**src/rtl/mem_access_unit.sv**
```systemverilog
// mem_access_unit: RV32I byte/half/word load-store unit for a synchronous SRAM; one request at a time, requests while busy are dropped.
// Latency: store done in cycle 2, load in cycle 2+RAM_LATENCY; MEM_MISALIGN_TRAP_EN faults misaligned half/word accesses in cycle 1.
module mem_access_unit #(
  parameter int RAM_LATENCY = 1,
  parameter int RAM_AW      = 10
) (
  input  logic              i_clock,
  input  logic              i_reset_n,
  input  logic              i_req,
  input  logic              i_write,
  input  logic [2:0]        i_funct3,
  input  logic [31:0]       i_addr,
  input  logic [31:0]       i_wdata,
  output logic              o_busy,
  output logic              o_done,
  output logic              o_fault,
  output logic [31:0]       o_rdata,
  output logic              o_ram_en,
  output logic [3:0]        o_ram_we,
  output logic [RAM_AW-1:0] o_ram_addr,
  output logic [31:0]       o_ram_wdata,
  input  logic [31:0]       i_ram_rdata
);

  typedef enum logic [1:0] {S_IDLE, S_ISSUE, S_WAIT, S_DONE} state_t;

  state_t            r_state;
  state_t            w_next;
  logic              r_write;
  logic [2:0]        r_funct3;
  logic [RAM_AW+1:0] r_addr;
  logic [31:0]       r_wdata;
  logic [31:0]       r_rdata;
  logic [1:0]        r_cnt;
  logic              w_accept;
  logic              w_misalign;
  logic [7:0]        w_byte;
  logic [15:0]       w_half;
  logic [31:0]       w_load;
  logic [3:0]        w_we;
  logic [31:0]       w_wdata;
  logic              w_unused_addr;

  assign w_accept      = i_req && (r_state == S_IDLE || r_state == S_DONE);
  assign w_unused_addr = ^i_addr[31:RAM_AW+2];

`ifdef MEM_MISALIGN_TRAP_EN
  logic r_fault;
  assign w_misalign = (i_funct3[1:0] == 2'b01 && i_addr[0]) ||
                      (i_funct3[1] && i_addr[1:0] != 2'b00);
  assign o_fault    = (r_state == S_DONE) && r_fault;
  always_ff @(posedge i_clock) begin
    if (!i_reset_n)    r_fault <= 1'b0;
    else if (w_accept) r_fault <= w_misalign;
  end
`else
  assign w_misalign = 1'b0;
  assign o_fault    = 1'b0;
`endif

  always_comb begin
    w_next = r_state;
    case (r_state)
      S_IDLE, S_DONE: w_next = w_accept ? (w_misalign ? S_DONE : S_ISSUE) : S_IDLE;
      S_ISSUE:        w_next = r_write ? S_DONE : S_WAIT;
      S_WAIT:         if (r_cnt == 2'd0) w_next = S_DONE;
      default:        w_next = S_IDLE;
    endcase
  end

  // Store lanes: narrow data is replicated so the byte mask alone picks the lane.
  always_comb begin
    w_we    = 4'b0000;
    w_wdata = 32'h0;
    if (r_state == S_ISSUE && r_write) begin
      case (r_funct3[1:0])
        2'b00: begin
          w_wdata = {4{r_wdata[7:0]}};
          w_we    = 4'b0001 << r_addr[1:0];
        end
        2'b01: begin
          w_wdata = {2{r_wdata[15:0]}};
          w_we    = r_addr[1] ? 4'b1100 : 4'b0011;
        end
        default: begin
          w_wdata = r_wdata;
          w_we    = 4'b1111;
        end
      endcase
    end
  end

  assign w_byte = 8'(i_ram_rdata >> {r_addr[1:0], 3'b000});
  assign w_half = 16'(i_ram_rdata >> {r_addr[1], 4'b0000});

  always_comb begin
    case (r_funct3)
      3'b000:  w_load = {{24{w_byte[7]}}, w_byte};
      3'b100:  w_load = {24'h0, w_byte};
      3'b001:  w_load = {{16{w_half[15]}}, w_half};
      3'b101:  w_load = {16'h0, w_half};
      default: w_load = i_ram_rdata;
    endcase
  end

  always_ff @(posedge i_clock) begin
    if (!i_reset_n) begin
      r_state  <= S_IDLE;
      r_write  <= 1'b0;
      r_funct3 <= 3'b000;
      r_addr   <= '0;
      r_wdata  <= 32'h0;
      r_rdata  <= 32'h0;
      r_cnt    <= 2'd0;
    end else begin
      r_state <= w_next;
      if (w_accept) begin
        r_write  <= i_write;
        r_funct3 <= i_funct3;
        r_addr   <= i_addr[RAM_AW+1:0];
        r_wdata  <= i_wdata;
        if (w_misalign) r_rdata <= 32'h0;
      end
      // Counter spans the remaining SRAM latency after the issue cycle.
      if (r_state == S_ISSUE)
        r_cnt <= 2'(RAM_LATENCY - 1);
      else if (r_state == S_WAIT && r_cnt != 2'd0)
        r_cnt <= r_cnt - 2'd1;
      if (r_state == S_WAIT && r_cnt == 2'd0)
        r_rdata <= w_load;
    end
  end

  assign o_busy      = (r_state == S_ISSUE) || (r_state == S_WAIT);
  assign o_done      = (r_state == S_DONE);
  assign o_rdata     = r_rdata;
  assign o_ram_en    = (r_state == S_ISSUE);
  assign o_ram_we    = w_we;
  assign o_ram_wdata = w_wdata;
  assign o_ram_addr  = r_addr[RAM_AW+1:2];

endmodule
```
**config.mk**
```make
export PLATFORM = sky130hd
export DESIGN_NAME = mem_access_unit
export DESIGN_NICKNAME = d
export VERILOG_FILES = /design/src/rtl/mem_access_unit.sv
export SDC_FILE = /design/constraint.sdc
export NUM_CORES = 1
export LEC_CHECK = 0
export BUFFER_PORTS_ARGS = -buffer_cell sky130_fd_sc_hd__buf_2
export CORE_UTILIZATION = 35
export DETAILED_ROUTE_END_ITERATION = 8
export HOLD_SLACK_MARGIN = 0.05
export PLACE_DENSITY = 0.7
export SYNTH_ARGS = -nofsm -noshare
export SYNTH_HDL_FRONTEND = slang
export SYNTH_SLANG_ARGS = --single-unit
```
**constraint.sdc**
```tcl
create_clock -name i_clock -period 1.8 [get_ports i_clock]
set_input_delay 0.18 -clock i_clock [delete_from_list [all_inputs] [get_ports i_clock]]
set_output_delay 0.18 -clock i_clock [all_outputs]
set_load 0.01 [all_outputs]
```
==> results of run 1 <==
[report_power, final]
| part | leakage, nW | internal, mW | switching (mW) | total [mW] |
|---|---|---|---|---|
| Sequential | 0.690 | 2.40 | 0.372 | 2.78 |
| Combinational | 1.60 | 1.29 | 1.85 | 3.14 |
| Clock | 0.149 | 1.15 | 0.758 | 1.90 |
| Total | 2.44 | 4.84 | 2.98 | 7.82 |
[routing by layer]
metal	GRT usage, %	up-vias
met1	25.6	2002
met5	0	-
met4	7.33	0
met2	35.7	193
met3	6.46	19
li1	-	2108
[synth_stat cells, types with 5 or more instances]
cell type	n	share of area, %
nand2_1	131	12
a21oi_1	86	11
dfxtp_1	84	42
nor2_1	48	4.5
o21ai_0	40	5.0
clkbuf_1	28	2.6
mux2i_1	25	6.2
a221oi_1	15	3.3
buf_4	12	2.2
a22o_1	8	1.7
and3_1	8	1.2
buf_2	8	0.99
inv_1	7	0.65
nor2b_1	5	0.77
[worst min-delay path: cells and delay by family]
family / cells / cell delay (ns)
buffers and inverters: 1 / 0.09
AO/OA/AOI/OAI: 1 / 0.05
AND/OR/NAND/NOR: 1 / 0.04
[metrics by stage]
stage | setup TNS [ns] | worst slack (ns)
finish | 0 | 0.0449
global route | -0.116 | -0.0309
CTS | 0 | 0.0209
detailed placement | 0 | 0.0102
global placement | 0 | 0.0991
floorplan | 0 | 0.125
[cell type report]
| cell class | count | area (µm²) |
|---|---|---|
| clock inverters | 4 | 47.5 |
| fillers | 1085 | 5640 |
| repair buffers | 186 | 1090 |
| well taps | 140 | 175 |
| flip-flops and latches | 84 | 1690 |
| clock buffers | 12 | 256 |
| multi-input cells | 392 | 2090 |
| inverters | 9 | 36.3 |
[kinds of logic (layout without fill, tap and decap cells)]
group / after synthesis / after routing / synth area share [%]
simple gates: 201 / 201 / 20.3
flops: 84 / 84 / 41.6
buf+inv: 62 / 211 / 7.31
fa+ha+maj: 4 / 4 / 1.24
xor+xnor: 1 / 1 / 0.217
mux: 27 / 27 / 6.94
compound gates: 158 / 158 / 22.3
other cells: 1 / 1 / 0.0928
[registers in the layout (all words and copies together), names as in the netlist]
register and count:
r_state 2, r_funct3 3, r_cnt 2, o_rdata 32, r_addr 12, r_write 1
r_wdata 32
[worst paths after layout]
check / startpoint / to / slack [ns] / cells past startpoint
max: r_funct3[0] / o_ram_wdata[31] / 0.04 / 6
max reg2reg: r_addr[1] / o_rdata[9] / 0.15 / 4
min reg2reg: r_addr[7] / r_addr[7] / 0.45 / 2
min: i_addr[3] / r_addr[3] / 0.07 / 3
[repair_timing]
action,in CTS,in global routing
hold endpoints to repair,0,0
hold buffers,0,0
cloned,0,2
gates resized for setup,8,15
setup endpoints to repair,11,24
==> out/metrics.cfg, run 1 <==
[status]
status = finished clean

[logic_synthesis]
seq_area_frac_synth_pct = 41.6
ys_ff_latch = 84
synth_flop_cell = dfxtp_1
netlist_instances = 538
ys_warn_count = 0
synthArstFlopShare_pct = 0
syn_avg_cell_area_um2 = 7.51
synth_edf_count = 0
ys_types = 35
synth.net_count = 645
netlist_area_um2 = 4040

[setup_path]
critical-path-top-delay-family = flip-flops
cp_data_required_time_ns = 1.62
crit_chain = buf_4 > mux2i_1 > nor2_1 > a21oi_1 > nor2_1 > buf_2
path_class = register to primary output
end_kind = primary output
cp_slowest_stage_delay_ns = 0.36
cp_num_buf_inv = 2
cp_slowest_cell = dfxtp_2
cpMostUsedCell = nor2_1
cp-start-kind = register
worstPathArrival_ns = 1.58
cp_max_fo = 9

[placement]
placed_cells = 809
io_buffer_count = 163
dpl-instance-area_um2 = 5000
dp_hpwl_um = 8980
gp_congestion = 0.835

[floorplanning]
rows = 38
core_um2 = 11000
fp.dieArea_um2 = 12000
initial_core_util_pct = 36.6
io-pin-count = 185
fp.dieW_um = 109
die_h_um = 109

[sta]
hold_slack_ns = 0.0691
slew_headroom_pct = 64.0
rsz0062_at_grt = true
fin_worst_skew_ns = 0.00458
tightestPinTransition_ns = 0.538
fin_crit_sh_pct = 97.5
hold_viol = 0
setup_viol = 0
max_freq_ghz = 0.570
fin_crit_ns = 1.76
report.final.slew_viol_count = 0

[power_and_ir_drop]
power.total_mw = 7.82
vdd_drop_max_mv = 0.956
p_leak_nw = 2.44
p_per_area_nw_per_um2 = 1450

[drt]
wl_met2_um = 5920
drt_iter0_markers = 376
vias = 4322
wl_per_cell_um = 15.4
via_per_inst = 5.23
dr.pass1.iters = 5
wl_met1_um = 5320
drc = 0
postRouteAntennaNets = 0
finalWirelength_um = 12700
met3WireLength_um = 1250
dr.max_layer_used = met4

[grt]
overflow = 0
grt_pass1_vias = 3970
grt_pass1_wl_um = 19700
grt_max_degree = 52
antenna_found_initial = 0
track_usage_pct = 21.2

[finish]
drive_above_1_share_pct = 31.9
final_nets = 789
fin_cells = 827
diodes = 0
final_common_cell = buf_2
stdcell_area_um2 = 5390
final_util_pct = 48.9
final_cell_mix = 163 x buf_2, 130 x nand2_1, 85 x a21oi_1
areaGrowthSynthToFinish_pct = 33.5

[clock_tree]
cts.sinks = 84
tritoncts = done
clkTransAtPathRegs_ns = 0.06
cts_max_level = 3
clk_path_buf_depth = 2
post_cts_buffers = 0
root_buffer = clkbuf_16
insertion_delay_ns = 0.34
cts_inserted_buffers = 9

[flow_run]
maxCapViolations = 0

[worst_hold_path]
hp-class = input pin to register

Power figures use the tool's default switching activity.
==> run 2, diff against run 1 <==
--- a/config.mk
+++ b/config.mk
@@ -5,11 +5,12 @@
 export SDC_FILE = /design/constraint.sdc
 export NUM_CORES = 1
 export LEC_CHECK = 0
+export ABC_AREA = 1
 export BUFFER_PORTS_ARGS = -buffer_cell sky130_fd_sc_hd__buf_2
 export CORE_UTILIZATION = 35
 export DETAILED_ROUTE_END_ITERATION = 8
 export HOLD_SLACK_MARGIN = 0.05
-export PLACE_DENSITY = 0.7
+export PLACE_DENSITY = 0.69
 export SYNTH_ARGS = -nofsm -noshare
 export SYNTH_HDL_FRONTEND = slang
 export SYNTH_SLANG_ARGS = --single-unit
==> out/metrics.cfg, run 2 <==
[sta]
finalSetupTns_ns = 0  ; unchanged
fin_worst_skew_ns = 0.00383  ; -0.000746 ns
fin_crit_sh_pct = 96.8  ; -0.66 points
setup_viol = 0  ; unchanged
hold_viol = 0  ; unchanged
fin_crit_ns = 1.74  ; -0.0119 ns
max_freq_ghz = 0.574  ; +0.68%
rsz0062_at_grt = false
report.final.slew_viol_count = 0  ; unchanged

[floorplanning]
initial_core_util_pct = 36.4  ; -0.25 points
rows = 39  ; +2.6%
die_h_um = 111  ; +1.8%
io-pin-count = 185  ; unchanged
fp.dieW_um = 111  ; +1.8%
core_um2 = 11500  ; +4.4%
fp.dieArea_um2 = 12400  ; +3.6%

[drt]
drc = 12  ; +12
postRouteAntennaNets = 0  ; unchanged
via_per_inst = 4.75  ; -9.1%
dr.pass1.iters = 6  ; +1
finalWirelength_um = 12600  ; -0.97%
wl_per_cell_um = 13.5  ; -12%
vias = 4421  ; +2.3%
drt_iter0_markers = 232  ; -38%

[logic_synthesis]
ys_top_cells_by_count = 171 x nor2_1, 96 x o21ai_0, 86 x nand2_1
synth_flop_cell = dfxtp_1
netlist_instances = 635  ; +18%
synth_top_area_share_pct = 40.2  ; -1.5 points
ys_types = 29  ; -17%
synth_edf_count = 0  ; unchanged
synthArstFlopShare_pct = 0  ; unchanged
yosysMostFrequentCell = nor2_1
ys_warn_count = 0  ; unchanged
netlist_area_um2 = 4190  ; +3.7%
syn_avg_cell_area_um2 = 6.59  ; -12%
seq_area_frac_synth_pct = 40.2  ; -1.5 points
ys_ff_latch = 84  ; unchanged
synth_top_cell_by_area = dfxtp_1
synth.net_count = 742  ; +15%
synth_area_leaders = dfxtp_1 40%, nor2_1 15%, o21ai_0 11%, nand2_1 7.7%, inv_1 5.1%

[setup_path]
end_kind = primary output
crit_chain = inv_2 > ha_4 > nand2_4 > clkinvlp_4 > buf_4 > buf_4 > nand2_1 > a21oi_1 > buf_2
cp_data_required_time_ns = 1.62  ; about the same
path_class = register to primary output
cp_num_buf_inv = 5  ; +3
cp_slowest_cell = dfxtp_2
critical-path-top-delay-family = buffers and inverters
startpoint = r_state[1]
worstPathArrival_ns = 1.56  ; -0.02 ns
cp_slowest_stage_delay_ns = 0.34  ; -0.02 ns
cp-start-kind = register
cpMostUsedCell = buf_4
rr_startpoint = r_state[1]
cp_max_fo = 3  ; -6

[clock_tree]
insertion_delay_ns = 0.34  ; about the same
tritoncts = done
clkTransAtPathRegs_ns = 0.06  ; about the same
cts_inserted_buffers = 9  ; unchanged
cts_max_level = 3  ; unchanged
clk_path_buf_depth = 2  ; unchanged
root_buffer = clkbuf_16
cts.sinks = 84  ; unchanged
hold_buffers = 0  ; unchanged

[grt]
grt_pass1_wl_um = 20200  ; +2.2%
grt_max_degree = 60  ; +15%
grt_pass1_vias = 4011  ; +1.0%
track_usage_pct = 20.6  ; -0.65 points
overflow = 0  ; unchanged
antenna_found_initial = 0  ; unchanged

[finish]
regArea_um2 = 1690  ; -0.15%
areaGrowthSynthToFinish_pct = 29.5
final_cell_mix = 171 x nor2_1, 163 x buf_2, 94 x o21ai_0
multiInputGateArea_um2 = 2040  ; -2.5%
diodes = 0  ; unchanged
drive_above_1_share_pct = 29.1  ; -2.8 points
final_nets = 890  ; +13%
final_common_cell = nor2_1
nFillCells = 1232  ; +14%
fin_cells = 931  ; +13%

[flow_run]
maxCapViolations = 0  ; unchanged

[placement]
gp_congestion = 0.837  ; +0.26%
dp_hpwl_um = 9100  ; +1.3%
placed_cells = 910  ; +12%
io_buffer_count = 163  ; unchanged

[worst_hold_path]
holdCritStartpoint = i_wdata[13]
hp-class = input pin to register

[status]
status = complete, but fails checks
violations = DRC

[power_and_ir_drop]
p_per_area_nw_per_um2 = 1070  ; -26%
p_leak_nw = 2.83  ; +16%
vdd_drop_max_mv = 0.416  ; -56%

==> run 2: path summary, 6_finish.rpt <==
| path | end | slack (ns) | cells past startpoint |
|---|---|---|---|
| worst min register to register | r_cnt[0] | 0.47 | 2 |
| worst min-delay path | r_wdata[13] | 0.08 | 3 |
| worst max-delay path | o_ram_we[3] | 0.06 | 9 |
| worst max register to register | r_state[0] | 0.26 | 7 |
==> run 2: metal layers <==
metal  routed length, µm  share of wire, %  track usage, %
met1                5530                44            25.5
met2                5990                48            34.3
met3                 885               7.0            6.04
met4                 201               1.6            6.49
met5                   0                 0               0
==> run 2: layout make-up <==
class                           count  share of cell area, %
Timing Repair Buffer              184                   18.5
Sequential cell                    84                   31.1
Clock buffer                       11                   4.47
Tap cell                          143                   3.30
Multi-Input combinational cell    444                   37.6
Inverter                           60                   4.27
Clock inverter                      5                  0.669
==> run 2: cell families after synthesis <==
| kind of cell | Yosys count | share of synthesized area (%) |
|---|---|---|
| AND/OR/NAND/NOR | 286 | 27.2 |
| AO/OA/AOI/OAI | 153 | 19.6 |
| buffers and inverters | 107 | 11.7 |
| flip-flops | 84 | 40.2 |
| adder cells (fa/ha/maj) | 4 | 1.20 |
| other | 1 | 0.0895 |
==> run 2: tightest hold or removal path, cell delays in order <==
cell	delay, ns
buf_2	0.07
o21ai_0	0.07
nor2_1	0.08
==> run 2: stage by stage <==
step,hold WS (ns),power [mW],setup slack (ns),instance area (µm²),utilization (%)
after global routing,0.0896,6.19,0.00494,5430,47.1
final,0.0839,5.81,0.0568,5430,47.1
after floorplan,0.347,3.52,0.216,4190,-
after global placement,0.432,4.03,0.135,5070,44.0
after detailed placement,0.438,4.05,0.113,5070,44.0
after CTS,0.0808,5.82,0.0296,5390,46.8
==> run 2: what timing repair did <==
item	CTS	global route
pin swaps	1	1
setup endpoints to repair	25	18
gates resized for setup	7	9
buffers inserted	5	0
==> run 2: power breakdown <==
part,switching [mW],internal [mW]
sequential,0.179,2.15
combinational,1.10,0.640
clock,0.772,0.978
total,2.05,3.77
==> run 3, diff against run 2 <==
--- a/config.mk
+++ b/config.mk
@@ -7,10 +7,11 @@
 export LEC_CHECK = 0
 export ABC_AREA = 1
 export BUFFER_PORTS_ARGS = -buffer_cell sky130_fd_sc_hd__buf_2
-export CORE_UTILIZATION = 35
+export CORE_MARGIN = 4
+export CORE_UTILIZATION = 45
 export DETAILED_ROUTE_END_ITERATION = 8
 export HOLD_SLACK_MARGIN = 0.05
-export PLACE_DENSITY = 0.69
+export PLACE_DENSITY = 0.84
 export SYNTH_ARGS = -nofsm -noshare
 export SYNTH_HDL_FRONTEND = slang
 export SYNTH_SLANG_ARGS = --single-unit
==> out/metrics.cfg, run 3 (same netlist as run 2, synthesis figures left out) <==
[sta]
setup_viol = 0  ; unchanged
fin_crit_ns = 1.72  ; -0.0246 ns
report.final.slew_viol_count = 0  ; unchanged
fin_crit_sh_pct = 95.5  ; -1.4 points
max_freq_ghz = 0.582  ; +1.4%
fin_worst_skew_ns = 0.00706  ; +0.00323 ns
hold_viol = 0  ; unchanged
setup_slack_ns = 0.0814  ; +0.0246 ns
rsz0062_at_grt = true

[setup_path]
startpoint = r_state[1]
reg2regPathDepth = 9  ; +2
cp_max_fo = 14  ; +11
cp-endpoint = o_ram_we[1]
cp_slowest_cell = dfxtp_2
r2r_slack_ns = 0.13  ; -0.13 ns
crit_cells = 6  ; -3
cp_num_buf_inv = 3  ; -2
reg2reg_to = o_rdata[26]
end_kind = primary output
cp_slowest_stage_delay_ns = 0.34  ; about the same
worstPathArrival_ns = 1.54  ; -0.02 ns
cp_data_required_time_ns = 1.62  ; about the same
rr_startpoint = r_state[0]
path_class = register to primary output
critical-path-top-delay-family = buffers and inverters
crit_chain = inv_2 > ha_4 > nand2_4 > buf_4 > nor3_1 > buf_2
cp-start-kind = register

[floorplanning]
die_h_um = 104  ; -6.2%
fp.dieArea_um2 = 10900  ; -12%
initial_core_util_pct = 47.1  ; +11 points
core_um2 = 8890  ; -23%
fp.dieW_um = 104  ; -6.2%
rows = 34  ; -13%
io-pin-count = 185  ; unchanged

[power_and_ir_drop]
pwr-share-seq_pct = 42.0  ; +2.0 points
p_leak_nw = 2.83  ; about the same
p_per_area_nw_per_um2 = 1030  ; -4.2%
power.total_mw = 5.51  ; -5.3%
swShare_pct = 36.7  ; +1.5 points
internal_power_mw = 3.49  ; -7.5%
vdd_drop_max_mv = 0.605  ; +45%
p_switching_mw = 2.02  ; -1.3%
comb_power_share_pct = 32.4  ; +2.5 points
clkPwrFrac_pct = 25.5  ; -4.6 points

[grt]
track_usage_pct = 22.1  ; +1.6 points
grt_pass1_vias = 4132  ; +3.0%
overflow = 0  ; unchanged
antenna_found_initial = 0  ; unchanged
grt_max_degree = 53  ; -12%
grt_pass1_wl_um = 20000  ; -0.82%

[finish]
stdcell_area_um2 = 5360  ; -1.1%
nFillCells = 827  ; -33%
final_nets = 895  ; +0.56%
final_cell_mix = 171 x nor2_1, 163 x buf_2, 88 x o21ai_0
final_common_cell = nor2_1
drive_above_1_share_pct = 29.4  ; +0.32 points
diodes = 0  ; unchanged
fin_cells = 901  ; -3.2%
areaGrowthSynthToFinish_pct = 28.1

[drt]
wl_per_cell_um = 13.9  ; +2.6%
postRouteAntennaNets = 0  ; unchanged
finalWirelength_um = 12500  ; -0.75%
drt_iter0_markers = 273  ; +18%
drc = 0  ; -12
dr.pass1.iters = 5  ; -1
vias = 4542  ; +2.7%
via_per_inst = 5.04  ; +6.2%

[clock_tree]
tritoncts = done
cts.sinks = 84  ; unchanged
cts_inserted_buffers = 9  ; unchanged
cts_max_level = 3  ; unchanged
clk_path_buf_depth = 2  ; unchanged
clkTransAtPathRegs_ns = 0.10  ; +0.04 ns
root_buffer = clkbuf_8
insertion_delay_ns = 0.35  ; about the same

[status]
status = finished clean

[placement]
gp_congestion = 0.909  ; +8.6%
io_buffer_count = 163  ; unchanged
dp_slack_ns = 0.156  ; +0.0439 ns
dp_hpwl_um = 9250  ; +1.7%
dpl-instance-area_um2 = 5070  ; about the same
placed_cells = 880  ; -3.3%

[worst_hold_path]
hp-class = input pin to register

[flow_run]
maxCapViolations = 0  ; unchanged

-- run 3: final cells by class --
class                   count  area [µm²]  area share, %
clock buffers               9         124           2.31
clock inverters             7        81.3           1.52
inverters                  60         233           4.34
multi-input cells         444        2030           37.9
flip-flops and latches     84        1690           31.4
well taps                 108         135           2.52
repair buffers            189        1070           19.9
-- run 3: power by group through the flow --
stage	registers [mW]	clock network, mW	logic [mW]
finish	2.31	1.41	1.79
global route	2.35	1.49	2.01
CTS	2.31	1.43	1.74
detailed placement	2.35	0	1.71
global placement	2.34	0	1.69
floorplan	2.37	0	1.15
-- run 3: per-layer routing --
layer	share of wire [%]	vias up	track usage, %
li1	-	2309	-
met1	43	2026	28.9
met2	47	179	35.3
met3	7.2	28	4.90
met4	2.9	0	8.93
met5	0	-	0
-- run 3: worst reg2reg max path: stages (launching register included) --
cell and delay, ns:
dfxtp_2 0.35, buf_4 0.14, inv_1 0.05, ha_1 0.16, nand2_1 0.08, inv_1 0.26
buf_12 0.21, o21ai_0 0.14, o21ai_2 0.15, inv_1 0.04
-- run 3: how the worst min path moves through the flow --
stage,startpoint,endpoint,cells after the start
final,i_addr[3],r_addr[3],3
after global routing,i_addr[8],r_addr[8],3
after CTS,i_addr[3],r_addr[3],3
after detailed placement,i_addr[3],r_addr[3],3
after global placement,i_addr[2],r_addr[2],3
after floorplan,i_addr[10],r_addr[10],2
-- run 3: what timing repair did --
| item | 4_1_cts | 5_1_grt |
|---|---|---|
| setup buffers | 4 | 0 |
| hold buffers | 0 | 0 |
| pin swaps | 1 | 0 |
| endpoints found under the setup margin | 24 | 23 |
| gates resized for setup | 11 | 10 |
| cloned | 0 | 1 |
-- run 3: through the flow --
stage / hold WS, ns / setup TNS [ns] / util, %
2_1_floorplan: 0.347 / 0 / -
3_3_place_gp: 0.427 / 0 / 57.0
3_5_place_dp: 0.434 / 0 / 57.0
4_1_cts: 0.0507 / 0 / 59.8
5_1_grt: 0.0634 / -0.0121 / 60.3
6_report: 0.0640 / 0 / 60.3
